## src/rtl/fetch_sequencer.sv

```systemverilog
// fetch_sequencer: fetch-stage controller. It owns the architectural PC, issues one
// instruction-memory read at a time and hands {pc, instr} to decode through a
// registered valid/ready stage. Redirects from execute replace the PC. A response
// that belongs to a fetch overtaken by a redirect is discarded.
//
// Ports:
//   clk, rst                         clock, asynchronous active-high reset
//   redirect_valid, redirect_target  PC redirect from execute (target[1:0] ignored)
//   imem_req_valid/ready/addr        request to instruction memory (addr = pc)
//   imem_rsp_valid/data              read response from instruction memory
//   dec_valid/ready, dec_pc/instr    registered output stage to decode
//   pc                               current next-fetch PC
module fetch_sequencer #(
  parameter logic [31:0] RESET_VECTOR = 32'h0000_0000,
  parameter int unsigned PC_STEP      = 4
) (
  input  logic        clk,
  input  logic        rst,
  input  logic        redirect_valid,
  input  logic [31:0] redirect_target,
  output logic        imem_req_valid,
  input  logic        imem_req_ready,
  output logic [31:0] imem_req_addr,
  input  logic        imem_rsp_valid,
  input  logic [31:0] imem_rsp_data,
  output logic        dec_valid,
  input  logic        dec_ready,
  output logic [31:0] dec_pc,
  output logic [31:0] dec_instr,
  output logic [31:0] pc
);

  localparam int unsigned XLEN = 32;

  typedef enum logic [1:0] {
    IDLE = 2'd0,
    REQ  = 2'd1,
    WAIT = 2'd2,
    HOLD = 2'd3
  } state_e;

  state_e            state_q, state_d;
  logic [XLEN-1:0]   pc_q, pc_d;
  logic [XLEN-1:0]   fetch_pc_q, fetch_pc_d;
  logic              kill_q, kill_d;
  logic              req_valid_q, req_valid_d;
  logic              dec_valid_q, dec_valid_d;
  logic [XLEN-1:0]   dec_pc_q, dec_pc_d;
  logic [XLEN-1:0]   dec_instr_q, dec_instr_d;
  logic [XLEN-1:0]   target_c;

  // Redirect targets are word aligned; low two bits are dropped.
  assign target_c = redirect_target & ~XLEN'(3);

  // Next-state and datapath updates.
  always_comb begin
    state_d     = state_q;
    pc_d        = pc_q;
    fetch_pc_d  = fetch_pc_q;
    kill_d      = kill_q;
    dec_valid_d = dec_valid_q;
    dec_pc_d    = dec_pc_q;
    dec_instr_d = dec_instr_q;

    case (state_q)
      IDLE: begin
        state_d = REQ;
        if (redirect_valid) pc_d = target_c;
      end
      REQ: begin
        if (imem_req_ready) begin
          fetch_pc_d = pc_q;
          state_d    = WAIT;
          // The fetch just issued is already stale; mark its response for discard.
          if (redirect_valid) begin
            kill_d = 1'b1;
            pc_d   = target_c;
          end
        end else if (redirect_valid) begin
          pc_d = target_c;
        end
      end
      WAIT: begin
        if (imem_rsp_valid) begin
          if (kill_q || redirect_valid) begin
            kill_d  = 1'b0;
            state_d = REQ;
            if (redirect_valid) pc_d = target_c;
          end else begin
            dec_valid_d = 1'b1;
            dec_pc_d    = fetch_pc_q;
            dec_instr_d = imem_rsp_data;
            pc_d        = fetch_pc_q + XLEN'(PC_STEP);
            state_d     = HOLD;
          end
        end else if (redirect_valid) begin
          kill_d = 1'b1;
          pc_d   = target_c;
        end
      end
      HOLD: begin
        // A redirect squashes the held instruction even if decode is ready.
        if (redirect_valid) begin
          dec_valid_d = 1'b0;
          pc_d        = target_c;
          state_d     = REQ;
        end else if (dec_ready) begin
          dec_valid_d = 1'b0;
          state_d     = REQ;
        end
      end
      default: state_d = IDLE;
    endcase

    req_valid_d = (state_d == REQ);
  end

  // State and output registers.
  always_ff @(posedge clk or posedge rst) begin
    if (rst) begin
      state_q     <= IDLE;
      pc_q        <= RESET_VECTOR;
      fetch_pc_q  <= '0;
      kill_q      <= 1'b0;
      req_valid_q <= 1'b0;
      dec_valid_q <= 1'b0;
      dec_pc_q    <= '0;
      dec_instr_q <= '0;
    end else begin
      state_q     <= state_d;
      pc_q        <= pc_d;
      fetch_pc_q  <= fetch_pc_d;
      kill_q      <= kill_d;
      req_valid_q <= req_valid_d;
      dec_valid_q <= dec_valid_d;
      dec_pc_q    <= dec_pc_d;
      dec_instr_q <= dec_instr_d;
    end
  end

  assign imem_req_valid = req_valid_q;
  assign imem_req_addr  = pc_q;
  assign pc             = pc_q;
  assign dec_valid      = dec_valid_q;
  assign dec_pc         = dec_pc_q;
  assign dec_instr      = dec_instr_q;

endmodule
```

## config.mk

```make
export PLATFORM = sky130hd
export DESIGN_NAME = fetch_sequencer
export DESIGN_NICKNAME = d
export VERILOG_FILES = /design/src/rtl/fetch_sequencer.sv
export SDC_FILE = /design/constraint.sdc
export NUM_CORES = 1
export LEC_CHECK = 0
export ABC_CLOCK_PERIOD_IN_PS = 6000
export CORE_ASPECT_RATIO = 0.9
export CORE_UTILIZATION = 46
export DETAILED_ROUTE_END_ITERATION = 7
export PLACE_DENSITY = 0.83
export SKIP_CTS_REPAIR_TIMING = 1
export SLEW_MARGIN = 0
export SYNTH_ARGS = -nofsm -noshare
export SYNTH_HDL_FRONTEND = slang
export SYNTH_SLANG_ARGS = --single-unit
```

## constraint.sdc

```tcl
create_clock -name clk -period 6 [get_ports clk]
set_clock_uncertainty 0.05 [all_clocks]
set_input_delay 1.2 -clock clk [delete_from_list [all_inputs] [get_ports clk]]
set_output_delay 1.2 -clock clk [all_outputs]
set_load 0.05 [all_outputs]
```

== After elaboration in Yosys (flattened, before gate mapping) ==
Index checks and enable logic that the tools add are counted.

* Flip-flop bits (word level): 133
* Output and inout bits: 130
* Word-level logic and storage cells: 48

* Add/sub/neg operators: 1
* Eq/ne operators: 9
* Multiplexer cells: 20
* Bitwise logic cells: 1
* Reductions and logical operators: 9

{| class="wikitable"
|+ Operator list
! operator !! count
|-
| 2-to-1 mux 32 bit || 3
|-
| case mux 32 bit (2 select lines) || 1
|-
| adder 32 x 3 -> 32 bit (second input constant) || 1
|-
| 2-to-1 mux 2 bit || 5
|-
| 2-to-1 mux 1 bit || 8
|-
| case mux 2 bit (4 select lines) || 1
|-
| != test 2 bit (second input constant) || 3
|-
| != test 3 bit (second input constant) || 2
|-
| AND reduction 3 bit || 2
|-
| == test 2 x 1 -> 1 bit (second input constant) || 2
|-
| == test 2 bit (second input constant) || 2
|-
| case mux 1 bit (2 select lines) || 2
|-
| AND reduction 4 bit || 1
|-
| nonzero test 2 bit || 2
|-
| OR reduction 3 bit || 1
|-
| logical NOT 2 bit || 1
|-
| AND reduction 2 bit || 1
|-
| logical OR 1 bit || 1
|-
| inverter 1 bit || 1
|}

== Longest topological paths before layout ==
Gate-level depths: netlist (run 1).

* Depth in word-level cells: 5
* Depth in mapped cells: 7

== Worst setup path before layout (run 1) ==
OpenSTA, ideal clock, no wires.

* Path kind: in2reg
* From: in redirect_valid
* To: reg pc_q[10], in the netlist imem_req_addr[10]
* Library setup time: 0.127 ns
* Data arrival time: 2.563 ns
* Path slack: 3.259 ns
* Stages: 6
* Path through: nor3b_1 > and2_0 > clkbuf_1 > buf_1 > buf_2 > a21oi_1

* Word-level cells in the longest chain between the ends: 4
* Elaborated cells between the ends (all ways): 5
* Classes of those cells: mux (4); reduce/logical (1)

{| class="wikitable"
|+ Ends and longest elaborated chain
! item !! line !! text
|-
| start: declaration || 19 || <nowiki>input logic redirect_valid,</nowiki>
|-
| 2-to-1 mux 32 bit / logical OR 1 bit (equally long branches) || - ||
|-
| 2-to-1 mux 32 bit || 85 || <nowiki>if (kill_q || redirect_valid) begin</nowiki>
|-
| 2-to-1 mux 32 bit || 84 || <nowiki>if (imem_rsp_valid) begin</nowiki>
|-
| case mux 32 bit (2 select lines) * || 65 || <nowiki>case (state_q)</nowiki>
|-
| via pc_d[10] || 43 || <nowiki>logic [XLEN-1:0] pc_q, pc_d;</nowiki>
|-
| end signal: assignment || 131 || <nowiki>pc_q <= pc_d;</nowiki>
|-
| end: declaration || 43 ||
|}

The timed path passes the listed nets; every way through them passes the cells marked *.
A chain may end at the register's enable or synchronous reset.

== Final worst setup path (run 1) ==
* From: in imem_rsp_valid
* To: reg pc_q[0], in the netlist imem_req_addr[0]

* Word-level cells in the longest chain between the ends: 2

{| class="wikitable"
|+ Ends and longest elaborated chain
! item !! line !! text
|-
| start: declaration || 24 || <nowiki>input logic imem_rsp_valid,</nowiki>
|-
| 2-to-1 mux 32 bit || 84 ||
|-
| case mux 32 bit (2 select lines) || 65 ||
|-
| via pc_d[0] || 43 ||
|}

The timed path passes the listed nets, and every way through them passes these cells.

==> impl_results.md, run 1 <==
- Deepest clock path buffer count: 2
- Largest net degree at the start of global routing: 114
- Worst setup path class: in -> reg
- Least-Margin Pin Slew: 1.20 ns
- Most common cell after layout, fill and taps aside: nand2_1
- Power Total: 0.00425 W
- # diodes: 0
- Share of the synthesized area in the top cell type: 54.3%
- Clk_lat worst skew: 0.41 ns
- Slowest stage delay, CP: 0.88 ns
- Final net count: 847
- Buf/Inv on CP: 2
- DIE WIDTH: 124 µm
- Non-Filler Instances: 953
- Commonest cells after routing, fill and taps aside: nand2_1, clkdlybuf4s50_1, dfrtp_1, mux2_2, a211oi_1
- Critical Path RT: 6.24 ns
- Fin. Hold Viols: 0
- Setup Viol. Count Final: 0
- Synth Register Bits: 133
- Core Rows: 39
- Hold_ws: 0.420 ns
- Grt total ovfl: 0
- CP endpoint kind: register
- Ys async rst share: 100%
- Via density: 5.43
- Mapped Cells: 623
- Final HPWL DP: 10400 µm
- Via count: 5175
- CTS tree: done
- Leakage power: 3.80 nW
- Yosys top cell by area: dfrtp_1
- RSZ-0062 raised after global routing: false
- H-tree depth: 4
- EDFF count, synth: 0
- First-pass GRT wire length: 25700 µm
- Type of origin of the critical path: input port
- Slowest CP cell: and2_4
- Yosys cell types: 41
- Dpl cells: 921
- CP Cell Sequence: clkdlybuf4s50_1, nor3b_1, buf_4, and2_4, nor2_1, a22o_1
- Sink Count: 133
- Core ar.: 0.0128 mm²
- Relative slew margins: 20.3%
- Max Clk Rate: 0.302 GHz
- HP Class: reg -> reg
- RD Place Congestion: 0.775
- Fin worst setup slack: 2.69 ns
- Starting DRC count in detailed routing: 328
- Die area: 0.0138 mm²
- Mean cell area of the mapped netlist: 9.83 µm²
- Growth of design area from synthesis to finish: 39.3%
- Pins Over Slew Limit: 0
- CP top delay family: simple AND/OR/NAND/NOR gates
- Synth Flop Type: dfrtp_1
- 1st-pass router iterations: 5
- Starting Density: 47.7%
- Initial antenna violation count: 0
- CTS buffer count: 17
- Clock slew at reported path FFs: 0.06 ns
- Final worst path period share: 55.1%
- Tmin final: 3.31 ns
- DIE HEIGHT: 111 µm
- Dpl ws: 2.30 ns
- Register area share after synthesis: 54.3%
- IO Port Bufs: 197
- Mapped cell area: 0.00612 mm²
- Fin Setup TNS: 0 ns
- Antenna-violating nets left: 0
- Net count after synthesis: 694
- Crit path arrival time: 3.55 ns
- Global-route usage over all layers: 24.3%
- CP max FO: 113
- Ports: 200
- Status: completed
- WL per Instance: 16.9 µm
- Largest cells by area after synthesis: dfrtp_1, nand2_1, mux2_2, buf_4, a211oi_1
- DRC Markers: 0
- Vias in the first global route: 5125
- Share of cells above drive strength 1: 9.89%
- Total Wirelength: 16100 µm
- Cell area power density: 498 mW/mm²
- Synth warnings: 0
- Max VDD drop: 0.000332 V
- Max cap viols: 0
- Root Buffer: clkbuf_16
[metal layers]
layer | routed length [µm] | track usage, %
met5 | 0 | 0
met4 | 223 | 10.4
met3 | 1060 | 5.58
met2 | 7890 | 38.5
met1 | 6920 | 31.8
[registers in the layout (all words and copies together), names as in the netlist]
register and flops:
state_q 2, fetch_pc_q 32, imem_req_addr 32, kill_q 1, dec_pc 32, imem_req_valid 1, dec_instr 32, dec_valid 1
[where the power goes]
part,switching [W],internal [W]
Combinational,0.00112,0.000635
Sequential,0.000314,0.00119
Clock,0.000373,0.000624
[through the flow]
stage               util, %  instance area [µm²]
detailed placement     62.0                 7960
floorplan                 -                 6120
finish                 66.5                 8530
CTS                    66.5                 8530
global placement       62.0                 7960
global route           66.5                 8530
[area by class of cell]
class / instances / area, µm²
Clock inverter: 7 / 70.1
Clock buffer: 25 / 505
Timing Repair Buffer: 203 / 2010
Sequential cell: 133 / 3330
Tap cell: 164 / 205
Inverter: 6 / 27.5
Fill cell: 987 / 4300
Multi-Input combinational cell: 415 / 2390
[path summary, 6_finish.rpt]
check	slack (ns)	startpoint	to	cells past startpoint
setup / recovery	2.69	imem_rsp_valid	imem_req_addr[0]	6
hold / removal	0.42	dec_pc[10]	dec_pc[10]	2
setup reg to reg	3.36	state_q[1]	imem_req_addr[0]	4
hold reg to reg	0.42	dec_pc[10]	dec_pc[10]	2
max in group asynchronous	3.55	rst	fetch_pc_q[31]	3
min in group asynchronous	1.31	rst	dec_pc[4]	2
[cell usage after synthesis, types with 2 or more instances]
cell type,n
nor2b_1,22
buf_1,4
xnor2_1,10
nor3b_1,3
and3_1,4
a31oi_1,8
inv_1,6
and4_1,4
buf_2,5
buf_4,32
nand2_1,198
o21ai_0,15
or4_4,2
mux2_2,33
a21oi_1,16
a22o_1,2
dfrtp_1,133
clkbuf_1,27
nor2_1,4
nand4_1,9
nor3_1,4
nor4_1,7
mux2i_1,9
a211oi_1,31
xor2_1,4
or3_1,4
o31ai_1,3
nand3_1,10
or4_1,2
[logic make-up after synthesis]
group / after synthesis / share of synthesized area [%]
and+or+nand+nor: 282 / 21.2
DFF: 133 / 54.3
AOI/OAI and AO/OA: 76 / 7.95
buffers and inverters: 75 / 6.78
muxes: 42 / 7.54
xor gates and xnor gates: 14 / 2.00
adders and majority gates: 1 / 0.204
[worst reg2reg max path: stages, from the launching register on]
cell     delay (ns)
dfrtp_1        0.43
nor2b_1        0.54
and2_4         0.98
nor2_1         0.28
a22o_1         0.24
No activity file was read; power rests on OpenSTA's default activity.
==> inputs of run 2 (changes only) <==
--- a/config.mk
+++ b/config.mk
@@ -5,11 +5,11 @@
 export SDC_FILE = /design/constraint.sdc
 export NUM_CORES = 1
 export LEC_CHECK = 0
-export ABC_CLOCK_PERIOD_IN_PS = 6000
+export ABC_CLOCK_PERIOD_IN_PS = 2890
 export CORE_ASPECT_RATIO = 0.9
-export CORE_UTILIZATION = 46
+export CORE_UTILIZATION = 42
 export DETAILED_ROUTE_END_ITERATION = 7
-export PLACE_DENSITY = 0.83
+export PLACE_DENSITY = 0.8
 export SKIP_CTS_REPAIR_TIMING = 1
 export SLEW_MARGIN = 0
 export SYNTH_ARGS = -nofsm -noshare
==> constraint.sdc (replaced) <==
create_clock -name clk -period 2.89 [get_ports clk]
set_clock_uncertainty 0.05 [all_clocks]
set_input_delay 0.578 -clock clk [delete_from_list [all_inputs] [get_ports clk]]
set_output_delay 0.578 -clock clk [all_outputs]
set_load 0.05 [all_outputs]
==> impl_results.md, run 2 (synthesis gave the netlist of run 1 again) <==
- H-tree depth: 4
- Max VDD drop: 0.000571 V
- Leakage power: 3.85 nW
- # diodes: 0
- Global-route usage over all layers: 21.9%
- CTS buffer count: 17
- Final HPWL DP: 10500 µm
- 1st-pass router iterations: 7
- Crit path arrival time: 2.69 ns
- Commonest cells after routing, fill and taps aside: nand2_1, clkdlybuf4s50_1, dfrtp_1, mux2_2, a211oi_1
- Initial antenna violation count: 0
- RSZ-0062 raised after global routing: false
- DRC Markers: 0
- Via density: 5.09
- DIE HEIGHT: 117 µm
- CTS tree: done
- Final worst path period share: 83.2%
- Most common cell after layout, fill and taps aside: nand2_1
- RD Place Congestion: 0.762
- Relative slew margins: 54.6%
- Ports: 200
- Least-Margin Pin Slew: 0.675 ns
- First-pass GRT wire length: 25100 µm
- Dpl ws: 0.201 ns
- Fin. Hold Viols: 0
- Tmin final: 2.41 ns
- Power Total: 0.00880 W
- CP endpoint kind: register
- Clock slew at reported path FFs: 0.05 ns
- Total Wirelength: 15600 µm
- WL per Instance: 15.8 µm
- Via count: 5029
- Hold_ws: 0.417 ns
- Worst setup path class: reg -> reg
- HP Class: reg -> reg
- Die area: 0.0151 mm²
- Pins Over Slew Limit: 0
- Max cap viols: 0
- Starting Density: 43.4%
- Grt total ovfl: 0
- Cell area power density: 1010 mW/mm²
- Largest net degree at the start of global routing: 75
- Antenna-violating nets left: 0
- Clk_lat worst skew: 0.42 ns
- DIE WIDTH: 129 µm
- Setup Viol. Count Final: 0
- Util after Layout: 61.7%
- Critical Path RT: 3.18 ns
- Share of cells above drive strength 1: 10.6%
- Max Clk Rate: 0.416 GHz
- Fin Setup TNS: 0 ns
- Status: completed
- Sink Count: 133
- CP max FO: 7
- Deepest clock path buffer count: 2
- Core ar.: 0.0141 mm²
- Starting DRC count in detailed routing: 240
- IO Port Bufs: 197
- Fin worst setup slack: 0.485 ns
- Type of origin of the critical path: register
- Vias in the first global route: 4948
- FILL cells: 1147
- Core Rows: 41
- Growth of design area from synthesis to finish: 42.0%
- Final net count: 856
- Root Buffer: clkbuf_16
run 2: cell types whose count changed in the layout (fill, tap and decap cells not counted):
cell,before,now
buf_12,0,6
buf_4,6,9
clkbuf_8,5,6
clkinv_2,3,1
clkinv_4,2,0
clkinvlp_4,1,2
inv_6,1,0
run 2: worst paths after layout:
kind,from,endpoint,slack [ns],cells past startpoint
worst min register to register,dec_instr[3],dec_instr[3],0.42,2
worst min-delay path,dec_instr[3],dec_instr[3],0.42,2
worst max-delay path,fetch_pc_q[2],imem_req_addr[28],0.48,5
worst max register to register,fetch_pc_q[2],imem_req_addr[28],0.48,5
max in group asynchronous,rst,dec_instr[3],1.82,3
min in group asynchronous,rst,dec_instr[29],0.60,3
run 2: routing by layer:
metal,global-route usage [%],vias to the layer above,wire (µm)
li1,-,2412,-
met1,28.9,2419,7010
met2,33.8,179,7160
met3,8.15,19,1280
met4,6.51,0,187
met5,0,-,0
run 2: area by class of cell:
| class | instances | area (µm²) | area share, % |
|---|---|---|---|
| timing repair buffer | 212 | 2150 | 24.8 |
| tap | 193 | 241 | 2.78 |
| sequential | 133 | 3330 | 38.3 |
| clock buffer | 26 | 519 | 5.97 |
| clock inverter | 3 | 42.5 | 0.489 |
| inverter | 6 | 26.3 | 0.302 |
| multi-input combinational | 415 | 2390 | 27.4 |
run 2: report_power, final:
part | switching, W | internal (W) | leakage, nW
registers | 0.000618 | 0.00247 | 1.70
clock network | 0.000741 | 0.00130 | 0.274
logic | 0.00232 | 0.00136 | 1.88
total | 0.00368 | 0.00513 | 3.85
run 2: worst max-delay path, cell delays in order, from the launching register on:
cell and delay (ns):
dfrtp_1 0.46, ha_1 0.29, nand4_2 0.21, or4_4 0.64, or4_1 0.51, a31oi_1 0.17
run 2: metrics by stage:
step	instance area [µm²]	cells
final	8700	988
after global routing	8700	988
after CTS	8700	988
after detailed placement	8140	959
after global placement	8140	959
after floorplan	6130	623
